<file path="src/rtl/stopwatch_pkg.sv">
// Shared types for the stopwatch control and counter stages.
// STOPWATCH_LAP_EN adds a third (lap) button channel.
package stopwatch_pkg;

    typedef enum logic [2:0] {
        IDLE    = 3'b100,
        CLEAR   = 3'b010,
        RUNNING = 3'b001
    } state_t;

    localparam int BTN_START = 0;
    localparam int BTN_CLEAR = 1;
    localparam int BTN_LAP   = 2;

`ifdef STOPWATCH_LAP_EN
    localparam int NUM_BTN = 3;
`else
    localparam int NUM_BTN = 2;
`endif

    function automatic logic is_one_hot(input logic [2:0] s);
        return (s != 3'b000) && ((s & (s - 3'b001)) == 3'b000);
    endfunction

endpackage

</file>
<file path="src/rtl/stopwatch_ctrl_if.sv">
// Button inputs and run-state outputs of the stopwatch control stage.
// STOPWATCH_LAP_EN adds lap_btn / lap_hold.
interface stopwatch_ctrl_if;
    import stopwatch_pkg::*;

    logic   start_stop_btn;
    logic   clear_btn;
    state_t state;
    logic   sec_pulse;
`ifdef STOPWATCH_LAP_EN
    logic   lap_btn;
    logic   lap_hold;

    modport master (output start_stop_btn, output clear_btn, output lap_btn,
                    input state, input sec_pulse, input lap_hold);
    modport slave  (input start_stop_btn, input clear_btn, input lap_btn,
                    output state, output sec_pulse, output lap_hold);
`else
    modport master (output start_stop_btn, output clear_btn,
                    input state, input sec_pulse);
    modport slave  (input start_stop_btn, input clear_btn,
                    output state, output sec_pulse);
`endif

endinterface

</file>
<file path="src/rtl/stopwatch_ctrl_btn_debounce.sv">
// Per-button synchroniser, debouncer and rising-edge press detector.
module btn_debounce
    import stopwatch_pkg::*;
#(
    parameter int SYNC_STAGES     = 2,
    parameter int DEBOUNCE_CYCLES = 200_000
) (
    input  logic clk,
    input  logic nrst,
    input  logic btn_raw,
    output logic press
);

    localparam int CW = $clog2(DEBOUNCE_CYCLES);
    localparam logic [CW-1:0] CNT_LAST = CW'(DEBOUNCE_CYCLES - 1);

    logic [SYNC_STAGES-1:0] sync_reg;
    logic [CW-1:0]          cnt_reg, cnt_next;
    logic                   deb_reg, deb_next;
    logic                   deb_prev_reg;
    logic                   press_reg;
    logic                   synced;

    assign synced = sync_reg[SYNC_STAGES-1];

    always_ff @(posedge clk or negedge nrst) begin
        if (!nrst) begin
            sync_reg <= '0;
        end else begin
            sync_reg <= {sync_reg[SYNC_STAGES-2:0], btn_raw};
        end
    end

    // Any return to agreement restarts the stability count from zero.
    always_comb begin
        cnt_next = '0;
        deb_next = deb_reg;
        if (synced != deb_reg) begin
            if (cnt_reg == CNT_LAST) begin
                deb_next = ~deb_reg;
            end else begin
                cnt_next = cnt_reg + 1'b1;
            end
        end
    end

    always_ff @(posedge clk or negedge nrst) begin
        if (!nrst) begin
            cnt_reg      <= '0;
            deb_reg      <= 1'b0;
            deb_prev_reg <= 1'b0;
            press_reg    <= 1'b0;
        end else begin
            cnt_reg      <= cnt_next;
            deb_reg      <= deb_next;
            deb_prev_reg <= deb_reg;
            press_reg    <= deb_reg & ~deb_prev_reg;
        end
    end

    assign press = press_reg;

endmodule

</file>
<file path="src/rtl/stopwatch_ctrl.sv">
// Stopwatch front end: button debouncing, run-state FSM and seconds prescaler.
// STOPWATCH_LAP_EN adds a lap button toggling lap_hold.
module stopwatch_ctrl
    import stopwatch_pkg::*;
#(
    parameter int PULSE_DIV       = 10_000_000,
    parameter int DEBOUNCE_CYCLES = 200_000,
    parameter int SYNC_STAGES     = 2
) (
    input  logic             clk,
    input  logic             nrst,
    stopwatch_ctrl_if.slave  ctl
);

    localparam int PW = $clog2(PULSE_DIV);
    localparam logic [PW-1:0] PRESC_LAST = PW'(PULSE_DIV - 1);

    logic [NUM_BTN-1:0] btn_raw;
    logic [NUM_BTN-1:0] btn_press;

    assign btn_raw[BTN_START] = ctl.start_stop_btn;
    assign btn_raw[BTN_CLEAR] = ctl.clear_btn;
`ifdef STOPWATCH_LAP_EN
    assign btn_raw[BTN_LAP]   = ctl.lap_btn;
`endif

    generate
        for (genvar gi = 0; gi < NUM_BTN; gi++) begin : g_btn
            btn_debounce #(
                .SYNC_STAGES     (SYNC_STAGES),
                .DEBOUNCE_CYCLES (DEBOUNCE_CYCLES)
            ) u_debounce (
                .clk     (clk),
                .nrst    (nrst),
                .btn_raw (btn_raw[gi]),
                .press   (btn_press[gi])
            );
        end
    endgenerate

    state_t state_reg, state_next;

    always_ff @(posedge clk or negedge nrst) begin
        if (!nrst) begin
            state_reg <= IDLE;
        end else begin
            state_reg <= state_next;
        end
    end

    // Clear has priority over start; presses seen while in CLEAR are ignored.
    always_comb begin
        state_next = state_reg;
        if (!is_one_hot(state_reg)) begin
            state_next = IDLE;
        end else begin
            case (state_reg)
                IDLE: begin
                    if (btn_press[BTN_CLEAR])      state_next = CLEAR;
                    else if (btn_press[BTN_START]) state_next = RUNNING;
                end
                RUNNING: begin
                    if (btn_press[BTN_CLEAR])      state_next = CLEAR;
                    else if (btn_press[BTN_START]) state_next = IDLE;
                end
                CLEAR:   state_next = IDLE;
                default: state_next = IDLE;
            endcase
        end
    end

    logic [PW-1:0] presc_reg, presc_next;

    // IDLE holds the partial second so a resume continues where it paused.
    always_comb begin
        presc_next = presc_reg;
        case (state_reg)
            RUNNING: presc_next = (presc_reg == PRESC_LAST) ? '0 : presc_reg + 1'b1;
            CLEAR:   presc_next = '0;
            default: presc_next = presc_reg;
        endcase
    end

    always_ff @(posedge clk or negedge nrst) begin
        if (!nrst) begin
            presc_reg <= '0;
        end else begin
            presc_reg <= presc_next;
        end
    end

    assign ctl.state     = state_reg;
    assign ctl.sec_pulse = (state_reg == RUNNING) && (presc_reg == PRESC_LAST);

`ifdef STOPWATCH_LAP_EN
    logic lap_hold_reg, lap_hold_next;

    always_comb begin
        lap_hold_next = lap_hold_reg;
        if (state_reg == CLEAR || btn_press[BTN_CLEAR]) begin
            lap_hold_next = 1'b0;
        end else if (btn_press[BTN_LAP] && (state_reg == RUNNING || state_reg == IDLE)) begin
            lap_hold_next = ~lap_hold_reg;
        end
    end

    always_ff @(posedge clk or negedge nrst) begin
        if (!nrst) begin
            lap_hold_reg <= 1'b0;
        end else begin
            lap_hold_reg <= lap_hold_next;
        end
    end

    assign ctl.lap_hold = lap_hold_reg;
`endif

endmodule
</file>
<file path="src/flat_wrapper.sv">
// flat-port wrapper written by rule: the top's interface ports become plain ports
module stopwatch_ctrl_flat import stopwatch_pkg::*;
#(
    parameter int PULSE_DIV       = 10_000_000,
    parameter int DEBOUNCE_CYCLES = 200_000,
    parameter int SYNC_STAGES     = 2
)
  (clk, nrst, ctl_start_stop_btn, ctl_clear_btn, ctl_state, ctl_sec_pulse);
  stopwatch_ctrl_if ctl_i ();
  input  logic clk;
  input  logic nrst;
  input wire logic [$bits(ctl_i.start_stop_btn)-1:0] ctl_start_stop_btn;
  input wire logic [$bits(ctl_i.clear_btn)-1:0] ctl_clear_btn;
  output wire logic [$bits(ctl_i.state)-1:0] ctl_state;
  output wire logic [$bits(ctl_i.sec_pulse)-1:0] ctl_sec_pulse;
  assign ctl_i.start_stop_btn = ctl_start_stop_btn;
  assign ctl_i.clear_btn = ctl_clear_btn;
  assign ctl_state = ctl_i.state;
  assign ctl_sec_pulse = ctl_i.sec_pulse;
  stopwatch_ctrl #(.PULSE_DIV(PULSE_DIV), .DEBOUNCE_CYCLES(DEBOUNCE_CYCLES), .SYNC_STAGES(SYNC_STAGES)) u_core (.clk(clk), .nrst(nrst), .ctl(ctl_i));
endmodule
</file>
<file path="config.mk">
export PLATFORM = sky130hd
export DESIGN_NAME = stopwatch_ctrl_flat
export DESIGN_NICKNAME = d
export VERILOG_FILES = /design/src/rtl/stopwatch_pkg.sv /design/src/rtl/stopwatch_ctrl_if.sv /design/src/rtl/stopwatch_ctrl_btn_debounce.sv /design/src/rtl/stopwatch_ctrl.sv /design/src/flat_wrapper.sv
export SDC_FILE = /design/constraint.sdc
export NUM_CORES = 1
export LEC_CHECK = 0
export CAP_MARGIN = 20
export CELL_PAD_IN_SITES_DETAIL_PLACEMENT = 2
export CELL_PAD_IN_SITES_GLOBAL_PLACEMENT = 2
export CORE_ASPECT_RATIO = 0.7
export CORE_UTILIZATION = 41
export DETAILED_ROUTE_END_ITERATION = 10
export GPL_TIMING_DRIVEN = 0
export HOLD_SLACK_MARGIN = 0.03
export PLACE_DENSITY_LB_ADDON = 0.3
export SYNTH_ARGS = -nofsm -noshare
export SYNTH_HDL_FRONTEND = slang
export SYNTH_SLANG_ARGS = --single-unit
</file>
<file path="constraint.sdc">
create_clock -name clk -period 2.24 [get_ports clk]
set_input_delay 0.672 -clock clk [delete_from_list [all_inputs] [get_ports clk]]
set_output_delay 0.672 -clock clk [all_outputs]
set_load 0.02 [all_outputs]
</file>
==> results.cfg, run 1 <==
[sta]
setup_slack_ns = -0.162
finalHoldViolations = 0
worst_slew_pin_slew_ns = 0.660
finalMaxSlewViolations = 0
setup_viol = 1
finalClockSkew_ns = 0.00564
rsz0062_at_grt = yes
min_period_over_period_pct = 107
slew_headroom_pct = 55.8
period_needed_ns = 2.40
fmax_mhz = 416

[worst_hold_path]
hold_path.class = input pin to async pin

[floorplan]
ios = 8
die_w_um = 114
num_rows = 28
coreArea_um2 = 8510
die_h_um = 80.6
start_util_pct = 42.5
dieArea_um2 = 9220

[drt]
drt_wl_total_mm = 9.82
via_count = 2773
ant_nets = 0
drc = 0
dr.pass1.iters = 4
wire_per_inst_um = 19.4
drt_iter0_markers = 132
via_per_inst = 5.47

[synthesis]
syn-num-nets = 366
synth_cell_types = 47
yosys_register_bits = 73
syn_area_per_cell_um2 = 10.1
postSynthCellCount = 359
synth_edf_count = 0
synth_area_um2 = 3620
synth_top_flop_cell = dfrtp_1
yosysSeqAreaShare_pct = 50.5
ys_warn_count = 0
postSynth.asyncResetShare_pct = 100

[global_route]
grt_antenna_before_repair = 0
grt_pass1_wl_mm = 16.6
grt_max_degree = 55
grt_use_total_pct = 24.1
grt_pass1_vias = 3158
overflow = 0

[clock_network]
htree_num_levels = 3
cts_buffers = 9
clockBufferDepth = 2
hold_buffers = 0
cts_root_buf = clkbuf_16
clock_sinks = 73
cts_tree = built
clk_pin_slew_ns = 0.06
clkLatencyLatePin_ns = 0.34

[job]
max_cap_viol_count = 0

[critical_path]
crit_type = flop to output pin
path_cells = nor4bb_2 > and4_1 > nand3_2 > nor2_4 > buf_6
cpPeakStageDelay_ns = 0.42
critPathMaxFanout = 2
critPathBufInv = 1
endpoint_kind = output pin
crit_family = simple AND/OR/NAND/NOR gates
cp.arrival_ns = 1.73
cp.required_ns = 1.57
startpoint_type = flop
cp_slowest_cell = dfrtp_2

[layout]
n_antenna_cell = 0
fin_cells = 507
syn_to_final_growth_pct = 18.1
nFillCells = 907
layout.nets = 390
layout-drive-gt1-share_pct = 16.3
largest_reg_flops = 36

[power]
powerDensity_nw_per_um2 = 699
p_leak_nw = 1.85
peakVddDrop_uv = 380
power.total_w = 0.00299

[placement]
hpwl_mm = 6.42
placedCellCount = 487
port_buffers = 7
globalplace.congestion = 0.770

[status]
status = finished, violations left
violations = setup timing
-- worst reg2reg max path, cell delays in order, from the launching register on --
cell	delay [ns]
dfrtp_2	0.42
nor4bb_2	0.32
and4_1	0.29
nand3_2	0.12
buf_4	0.17
o21bai_1	0.27
buf_4	0.24
nor2_1	0.07
-- layout make-up --
class	count	area, um2	area share (%)
timing repair buffer	15	149	3.48
buffer	12	100	2.34
multi-input combinational	267	1700	39.8
sequential	73	1840	43.0
clock buffer	11	243	5.67
clock inverter	4	76.3	1.78
tap	120	150	3.51
inverter	5	18.8	0.439
-- placed cells by master (no fill, tap or decap), types with 8 or more instances in the layout --
master and instances:
dfrtp_1 64, nor2_1 60, xor2_1 33, nand3_1 26, nand2_1 23, xnor2_1 15, nor3_1 13, nand4_1 13
and4_1 12, buf_4 12, clkbuf_16 9, a31oi_1 8, dfrtp_2 8
-- report_power, final --
group / switching [W] / leakage (nW) / internal [W]
logic: 0.0000488 / 0.706 / 0.0000249
registers: 0.0000160 / 0.989 / 0.00133
clock network: 0.000564 / 0.152 / 0.00100
total: 0.000629 / 1.85 / 0.00236
-- worst paths after layout --
path,to,start,depth (start not counted),slack (ns)
max in group asynchronous,u_core.presc_reg[12]$_DFFE_PN0P_,nrst,2,1.45
hold reg to reg,u_core.g_btn[0].u_debounce.sync_reg[1]$_DFF_PN0_,u_core.g_btn[0].u_debounce.sync_reg[0]$_DFF_PN0_,0,0.35
hold / removal,u_core.g_btn[0].u_debounce.deb_prev_reg$_DFF_PN0_,nrst,1,0.21
setup reg to reg,u_core.presc_reg[14]$_DFFE_PN0P_,u_core.presc_reg[13]$_DFFE_PN0P_,7,0.23
min in group clk,u_core.g_btn[0].u_debounce.sync_reg[1]$_DFF_PN0_,u_core.g_btn[0].u_debounce.sync_reg[0]$_DFF_PN0_,0,0.35
setup / recovery,ctl_sec_pulse,u_core.presc_reg[13]$_DFFE_PN0P_,5,-0.16
-- synth_stat cells (2+ instances only) --
| library cell | n | area (um2) |
|---|---|---|
| buf_2 | 3 | 15.0 |
| buf_6 | 5 | 56.3 |
| inv_1 | 5 | 18.8 |
| a31oi_1 | 8 | 50.1 |
| xnor2_1 | 15 | 131 |
| xor2_1 | 33 | 289 |
| nand2b_1 | 4 | 25.0 |
| and3_1 | 7 | 43.8 |
| and4_1 | 12 | 105 |
| ha_1 | 3 | 37.5 |
| nor2_1 | 61 | 229 |
| nor4_1 | 2 | 12.5 |
| a21oi_1 | 5 | 25.0 |
| nor2b_1 | 3 | 18.8 |
| nor3b_1 | 2 | 15.0 |
| and2_1 | 4 | 25.0 |
| o311ai_1 | 2 | 17.5 |
| o21ai_0 | 7 | 35.0 |
| nor3_1 | 14 | 70.1 |
| dfrtp_1 | 72 | 1800 |
| mux2_2 | 2 | 22.5 |
| nand2_1 | 23 | 86.3 |
| a41oi_1 | 2 | 17.5 |
| buf_4 | 4 | 30.0 |
| nand3_1 | 27 | 135 |
| nand4_1 | 13 | 81.3 |
-- per-stage QoR --
step | hold slack (ns) | setup TNS (ns) | cell area [um2] | utilization (%) | setup slack, ns
floorplan | 0.331 | 0 | 3620 | - | 0.183
global placement | 0.335 | -148.81 | 3840 | 45.1 | -2.05
detailed placement | 0.342 | -0.463 | 3870 | 45.4 | -0.463
CTS | 0.215 | -0.122 | 4260 | 50.0 | -0.122
global route | 0.219 | -0.210 | 4280 | 50.2 | -0.210
finish | 0.215 | -0.162 | 4280 | 50.2 | -0.162
-- layer usage --
metal	up-vias	share of wire [%]	GRT usage, %
li1	1297	-	-
met1	1422	47	30.7
met2	35	49	40.0
met3	19	2.2	5.13
met4	0	2.1	10.1
met5	-	0	0
-- what timing repair did --
item	in CTS	in global routing
buffers inserted	6	1
resized for setup	17	6
pin swaps	4	2
setup endpoints to repair	1	1
-- logic make-up (layout without fill, tap and decap cells) --
kind of cell	count (synthesis)	after routing	share of synthesized area, %
and+or+nand+nor	183	183	26.6
DFF	73	73	50.5
xor gates and xnor gates	48	48	11.6
AOI/OAI and AO/OA	30	30	5.87
buffers and inverters	19	47	3.56
adders and majority gates	3	3	1.04
muxes	3	3	0.898
Note: power is estimated with default switching activity, not from simulation.
==> inputs of run 2 (changes only) <==
--- a/config.mk
+++ b/config.mk
@@ -9,9 +9,10 @@
 export CELL_PAD_IN_SITES_DETAIL_PLACEMENT = 2
 export CELL_PAD_IN_SITES_GLOBAL_PLACEMENT = 2
 export CORE_ASPECT_RATIO = 0.7
-export CORE_UTILIZATION = 41
+export CORE_UTILIZATION = 42
+export CTS_CLUSTER_DIAMETER = 80
 export DETAILED_ROUTE_END_ITERATION = 10
-export GPL_TIMING_DRIVEN = 0
+export DONT_BUFFER_PORTS = 1
 export HOLD_SLACK_MARGIN = 0.03
 export PLACE_DENSITY_LB_ADDON = 0.3
 export SYNTH_ARGS = -nofsm -noshare
==> results.cfg, run 2 (same netlist as run 1, synthesis figures left out) <==
[status]
status = finished, violations left
violations = setup timing

[critical_path]
critPathBufInv = 1
crit_family = simple AND/OR/NAND/NOR gates
startpoint_type = flop
cp_slowest_cell = dfrtp_1
critPathMaxFanout = 2
regToRegSetupSlack_ns = 0.27
crit_type = flop to output pin
cpPeakStageDelay_ns = 0.41
cp.arrival_ns = 1.68
cp.required_ns = 1.57
endpoint_kind = output pin
path_cells = nor4bb_2 > and4_4 > nand3_2 > nor2_1 > buf_4

[drt]
wire_per_inst_um = 20.0
dr.pass1.iters = 4
drt_iter0_markers = 135
drc = 0
drt_wl_total_mm = 9.56
via_per_inst = 5.72
via_count = 2727
ant_nets = 0

[placement]
globalplace.congestion = 0.799
placedCellCount = 461
dpl_worst_slack_ns = 0.117
postPlaceCellArea_um2 = 3750
hpwl_mm = 6.38
port_buffers = 0

[floorplan]
start_util_pct = 44.7
dieArea_um2 = 9010
num_rows = 27
coreArea_um2 = 8110
ios = 8
die_h_um = 79.7
die_w_um = 113

[clock_network]
clk_pin_slew_ns = 0.06
clockBufferDepth = 2
htree_num_levels = 3
clkLatencyLatePin_ns = 0.34
cts_tree = built
cts_root_buf = clkbuf_16
cts_buffers = 9
clock_sinks = 73

[sta]
min_period_over_period_pct = 105
fmax_mhz = 425
slew_headroom_pct = 53.7
finalHoldViolations = 0
finalMaxSlewViolations = 0
worst_slew_pin_slew_ns = 0.692
setup_viol = 1
setup_slack_ns = -0.113
period_needed_ns = 2.35
finalClockSkew_ns = 0.00482
rsz0062_at_grt = yes

[layout]
syn_to_final_growth_pct = 12.2
layout.nets = 379
layout_common_cells = dfrtp_1 (71), nor2_1 (61), xor2_1 (33), nand3_1 (26), nand2_1 (23)
largest_reg_flops = 36
final_common_cell = dfrtp_1
fin_cells = 477
layout-drive-gt1-share_pct = 13.0
n_antenna_cell = 0
final_area_um2 = 4060
postLayoutCoreUtil_pct = 50.1

[global_route]
grt_use_total_pct = 24.3
overflow = 0
grt_pass1_wl_mm = 16.4
grt_antenna_before_repair = 0
grt_max_degree = 74
grt_pass1_vias = 3083

[worst_hold_path]
hold_path.class = input pin to async pin

[power]
powerDensity_nw_per_um2 = 679
p_leak_nw = 1.78
power.total_w = 0.00276
peakVddDrop_uv = 478

[job]
max_cap_viol_count = 0
## run 2: worst paths after layout
kind                                                                       start                                               end  cells past startpoint
worst min register to register  u_core.g_btn[1].u_debounce.sync_reg[0]$_DFF_PN0_  u_core.g_btn[1].u_debounce.sync_reg[1]$_DFF_PN0_                      0
max in group asynchronous                                                   nrst                   u_core.ctl.state[2]$_DFFE_PN1P_                      0
worst max-delay path                            u_core.presc_reg[14]$_DFFE_PN0P_                                     ctl_sec_pulse                      5
worst min-delay path                                                        nrst                   u_core.ctl.state[0]$_DFFE_PN0P_                      0
min in group clk                u_core.g_btn[1].u_debounce.sync_reg[0]$_DFF_PN0_  u_core.g_btn[1].u_debounce.sync_reg[1]$_DFF_PN0_                      0
worst max register to register                   u_core.ctl.state[0]$_DFFE_PN0P_                  u_core.presc_reg[10]$_DFFE_PN0P_                      6
## run 2: layout make-up
type / instances / area [um2]
Multi-Input combinational cell: 267 / 1690
Inverter: 5 / 18.8
Tap cell: 101 / 126
Sequential cell: 73 / 1830
Fill cell: 838 / 4040
Clock buffer: 13 / 270
Clock inverter: 2 / 12.5
Timing Repair Buffer: 16 / 120
## run 2: repair_timing
action | CTS | global route
pin swaps | 3 | 3
setup buffers | 1 | 0
endpoints found under the setup margin | 1 | 1
resized for setup | 5 | 2
endpoints found under the hold margin | 72 | 72
## run 2: power breakdown
group          internal, W  switching, W  leakage, nW  total [W]
Clock             0.000833      0.000542        0.138    0.00137
Sequential         0.00133     0.0000175         1.00    0.00135
Combinational    0.0000126     0.0000217        0.641  0.0000343
## run 2: per-layer routing
metal | vias up | track usage (%) | share of wire, %
met3 | 10 | 5.47 | 2.1
li1 | 1278 | - | -
met5 | - | 0 | 0
met1 | 1404 | 29.9 | 46
met4 | 0 | 7.76 | 1.3
met2 | 35 | 42.8 | 50
## run 2: per-stage QoR
step	TNS [ns]	hold WS (ns)
after floorplan	0	0.331
after global placement	0	0.336
after detailed placement	0	0.336
after CTS	-0.129	0.0171
after global routing	-0.172	0.0132
final	-0.113	0.0263
==> inputs of run 3 (changes only) <==
--- a/config.mk
+++ b/config.mk
@@ -13,8 +13,8 @@
 export CTS_CLUSTER_DIAMETER = 80
 export DETAILED_ROUTE_END_ITERATION = 10
 export DONT_BUFFER_PORTS = 1
-export HOLD_SLACK_MARGIN = 0.03
-export PLACE_DENSITY_LB_ADDON = 0.3
+export HOLD_SLACK_MARGIN = 0.05
+export PLACE_DENSITY_LB_ADDON = 0.1
 export SYNTH_ARGS = -nofsm -noshare
 export SYNTH_HDL_FRONTEND = slang
 export SYNTH_SLANG_ARGS = --single-unit
==> results.cfg, run 3 (same netlist as run 1, synthesis figures left out) <==
[status]
status = finished, violations left
violations = setup timing

[global_route]
grt_pass1_vias = 2957
grt_use_total_pct = 22.6
grt_pass1_wl_mm = 15.4
overflow = 0
grt_antenna_before_repair = 0
grt_max_degree = 74

[floorplan]
coreArea_um2 = 8110
die_w_um = 113
die_h_um = 79.7
num_rows = 27
ios = 8
dieArea_um2 = 9010
start_util_pct = 44.7

[critical_path]
cp.arrival_ns = 1.68
critPathMaxFanout = 7
reg2reg_depth = 6
r2r-end = u_core.presc_reg[12]$_DFFE_PN0P_
cp-endpoint = ctl_sec_pulse
timing.rr.start = u_core.ctl.state[0]$_DFFE_PN0P_
startpoint_type = flop
regToRegSetupSlack_ns = 0.22
crit_type = flop to output pin
cp.required_ns = 1.57
endpoint_kind = output pin
startpoint = u_core.presc_reg[19]$_DFFE_PN0P_

[drt]
dr.pass1.iters = 4
wire_per_inst_um = 19.4
via_per_inst = 5.70
drc = 0
drt_iter0_markers = 117
ant_nets = 0
via_count = 2749
drt_wl_total_mm = 9.36

[placement]
hpwl_mm = 6.04
port_buffers = 0
placedCellCount = 460
globalplace.congestion = 0.800

[power]
powerDensity_nw_per_um2 = 710
peakVddDrop_uv = 369
power.total_w = 0.00295
p_leak_nw = 1.83

[clock_network]
cts_tree = built
cts_buffers = 9
cts_root_buf = clkbuf_16
clock_sinks = 73
clockBufferDepth = 2
clkLatencyLatePin_ns = 0.33
clk_pin_slew_ns = 0.06
htree_num_levels = 3

[layout]
layout.nets = 383
largest_reg_flops = 36
fin_cells = 482
final_common_cell = dfrtp_1
layout_common_cells = dfrtp_1 (69), nor2_1 (61), xor2_1 (33), nand3_1 (26), nand2_1 (23)
layout-drive-gt1-share_pct = 14.7
seq_area_um2 = 1830
syn_to_final_growth_pct = 14.8
n_antenna_cell = 0
multi_input_area_um2 = 1700
nFillCells = 809

[worst_hold_path]
hold_path.class = input pin to async pin

[sta]
finalClockSkew_ns = 0.00391
setup_viol = 1
rsz0062_at_grt = yes
worst_slew_pin_slew_ns = 0.711
min_period_over_period_pct = 105
slew_headroom_pct = 52.4
finalHoldViolations = 0
setup_slack_ns = -0.113
period_needed_ns = 2.35
finalMaxSlewViolations = 0
fmax_mhz = 425

[job]
max_cap_viol_count = 0
## run 3: changes by cell type in the layout (fill, tap and decap cells not counted), sizes merged
cell,delta
buf,+4
bufinv,+2
clkbuf,-2
clkinv,+1
## run 3: layout make-up
class	count	area share (%)
Clock buffer	11	6.08
Clock inverter	5	1.87
Inverter	5	0.451
Multi-Input combinational cell	267	40.9
Sequential cell	73	44.1
Tap cell	101	3.04
Timing Repair Buffer	20	3.61
## run 3: worst max-delay path, stage by stage (launching register included)
cell,delay (ns)
dfrtp_1,0.47
nand4_1,0.16
nor3_1,0.33
nand3_2,0.13
nor2_1,0.11
buf_4,0.15
## run 3: layer usage
metal	part of all wire, %	global-route usage (%)	wire length, um	vias up
met2	48	37.4	4510	27
met1	48	29.8	4520	1426
met5	0	0	0	-
li1	-	-	-	1286
met4	1.1	6.32	105	0
met3	2.3	5.32	219	10
## run 3: through the flow
stage | setup TNS, ns | hold WS (ns) | worst slack [ns] | utilization [%] | cell area [um2]
floorplan | 0 | 0.331 | 0.183 | - | 3620
global placement | 0 | 0.337 | 0.160 | 46.2 | 3740
detailed placement | 0 | 0.358 | 0.126 | 46.2 | 3740
CTS | -0.113 | 0.0163 | -0.113 | 50.6 | 4100
global route | -0.245 | 0.0134 | -0.245 | 51.3 | 4160
finish | -0.113 | 0.0292 | -0.113 | 51.3 | 4160
## run 3: how the worst min path moves through the flow
| stage | startpoint | endpoint | slack (ns) | cells after the start |
|---|---|---|---|---|
| floorplan | u_core.g_btn[0].u_debounce.sync_reg[0]$_DFF_PN0_ | u_core.g_btn[0].u_debounce.sync_reg[1]$_DFF_PN0_ | 0.33 | 0 |
| global placement | u_core.g_btn[0].u_debounce.sync_reg[0]$_DFF_PN0_ | u_core.g_btn[0].u_debounce.sync_reg[1]$_DFF_PN0_ | 0.34 | 0 |
| detailed placement | u_core.g_btn[1].u_debounce.sync_reg[0]$_DFF_PN0_ | u_core.g_btn[1].u_debounce.sync_reg[1]$_DFF_PN0_ | 0.36 | 0 |
| CTS | nrst | u_core.ctl.state[0]$_DFFE_PN0P_ | 0.02 | 0 |
| global route | nrst | u_core.ctl.state[1]$_DFFE_PN0P_ | 0.01 | 0 |
| finish | nrst | u_core.presc_reg[0]$_DFFE_PN0P_ | 0.03 | 0 |
## run 3: power breakdown
part | switching (W) | total [W] | leakage [nW] | internal [W]
Sequential | 0.0000158 | 0.00135 | 0.997 | 0.00133
Clock | 0.000541 | 0.00157 | 0.162 | 0.00103
Combinational | 0.0000210 | 0.0000335 | 0.672 | 0.0000125
Total | 0.000577 | 0.00295 | 1.83 | 0.00238
## run 3: repair_timing
action                                  CTS  global route
endpoints found under the setup margin    1             1
gates resized for setup                   5             3
setup buffers                             1             5
hold endpoints to repair                 72            72
pin swaps                                 2             2
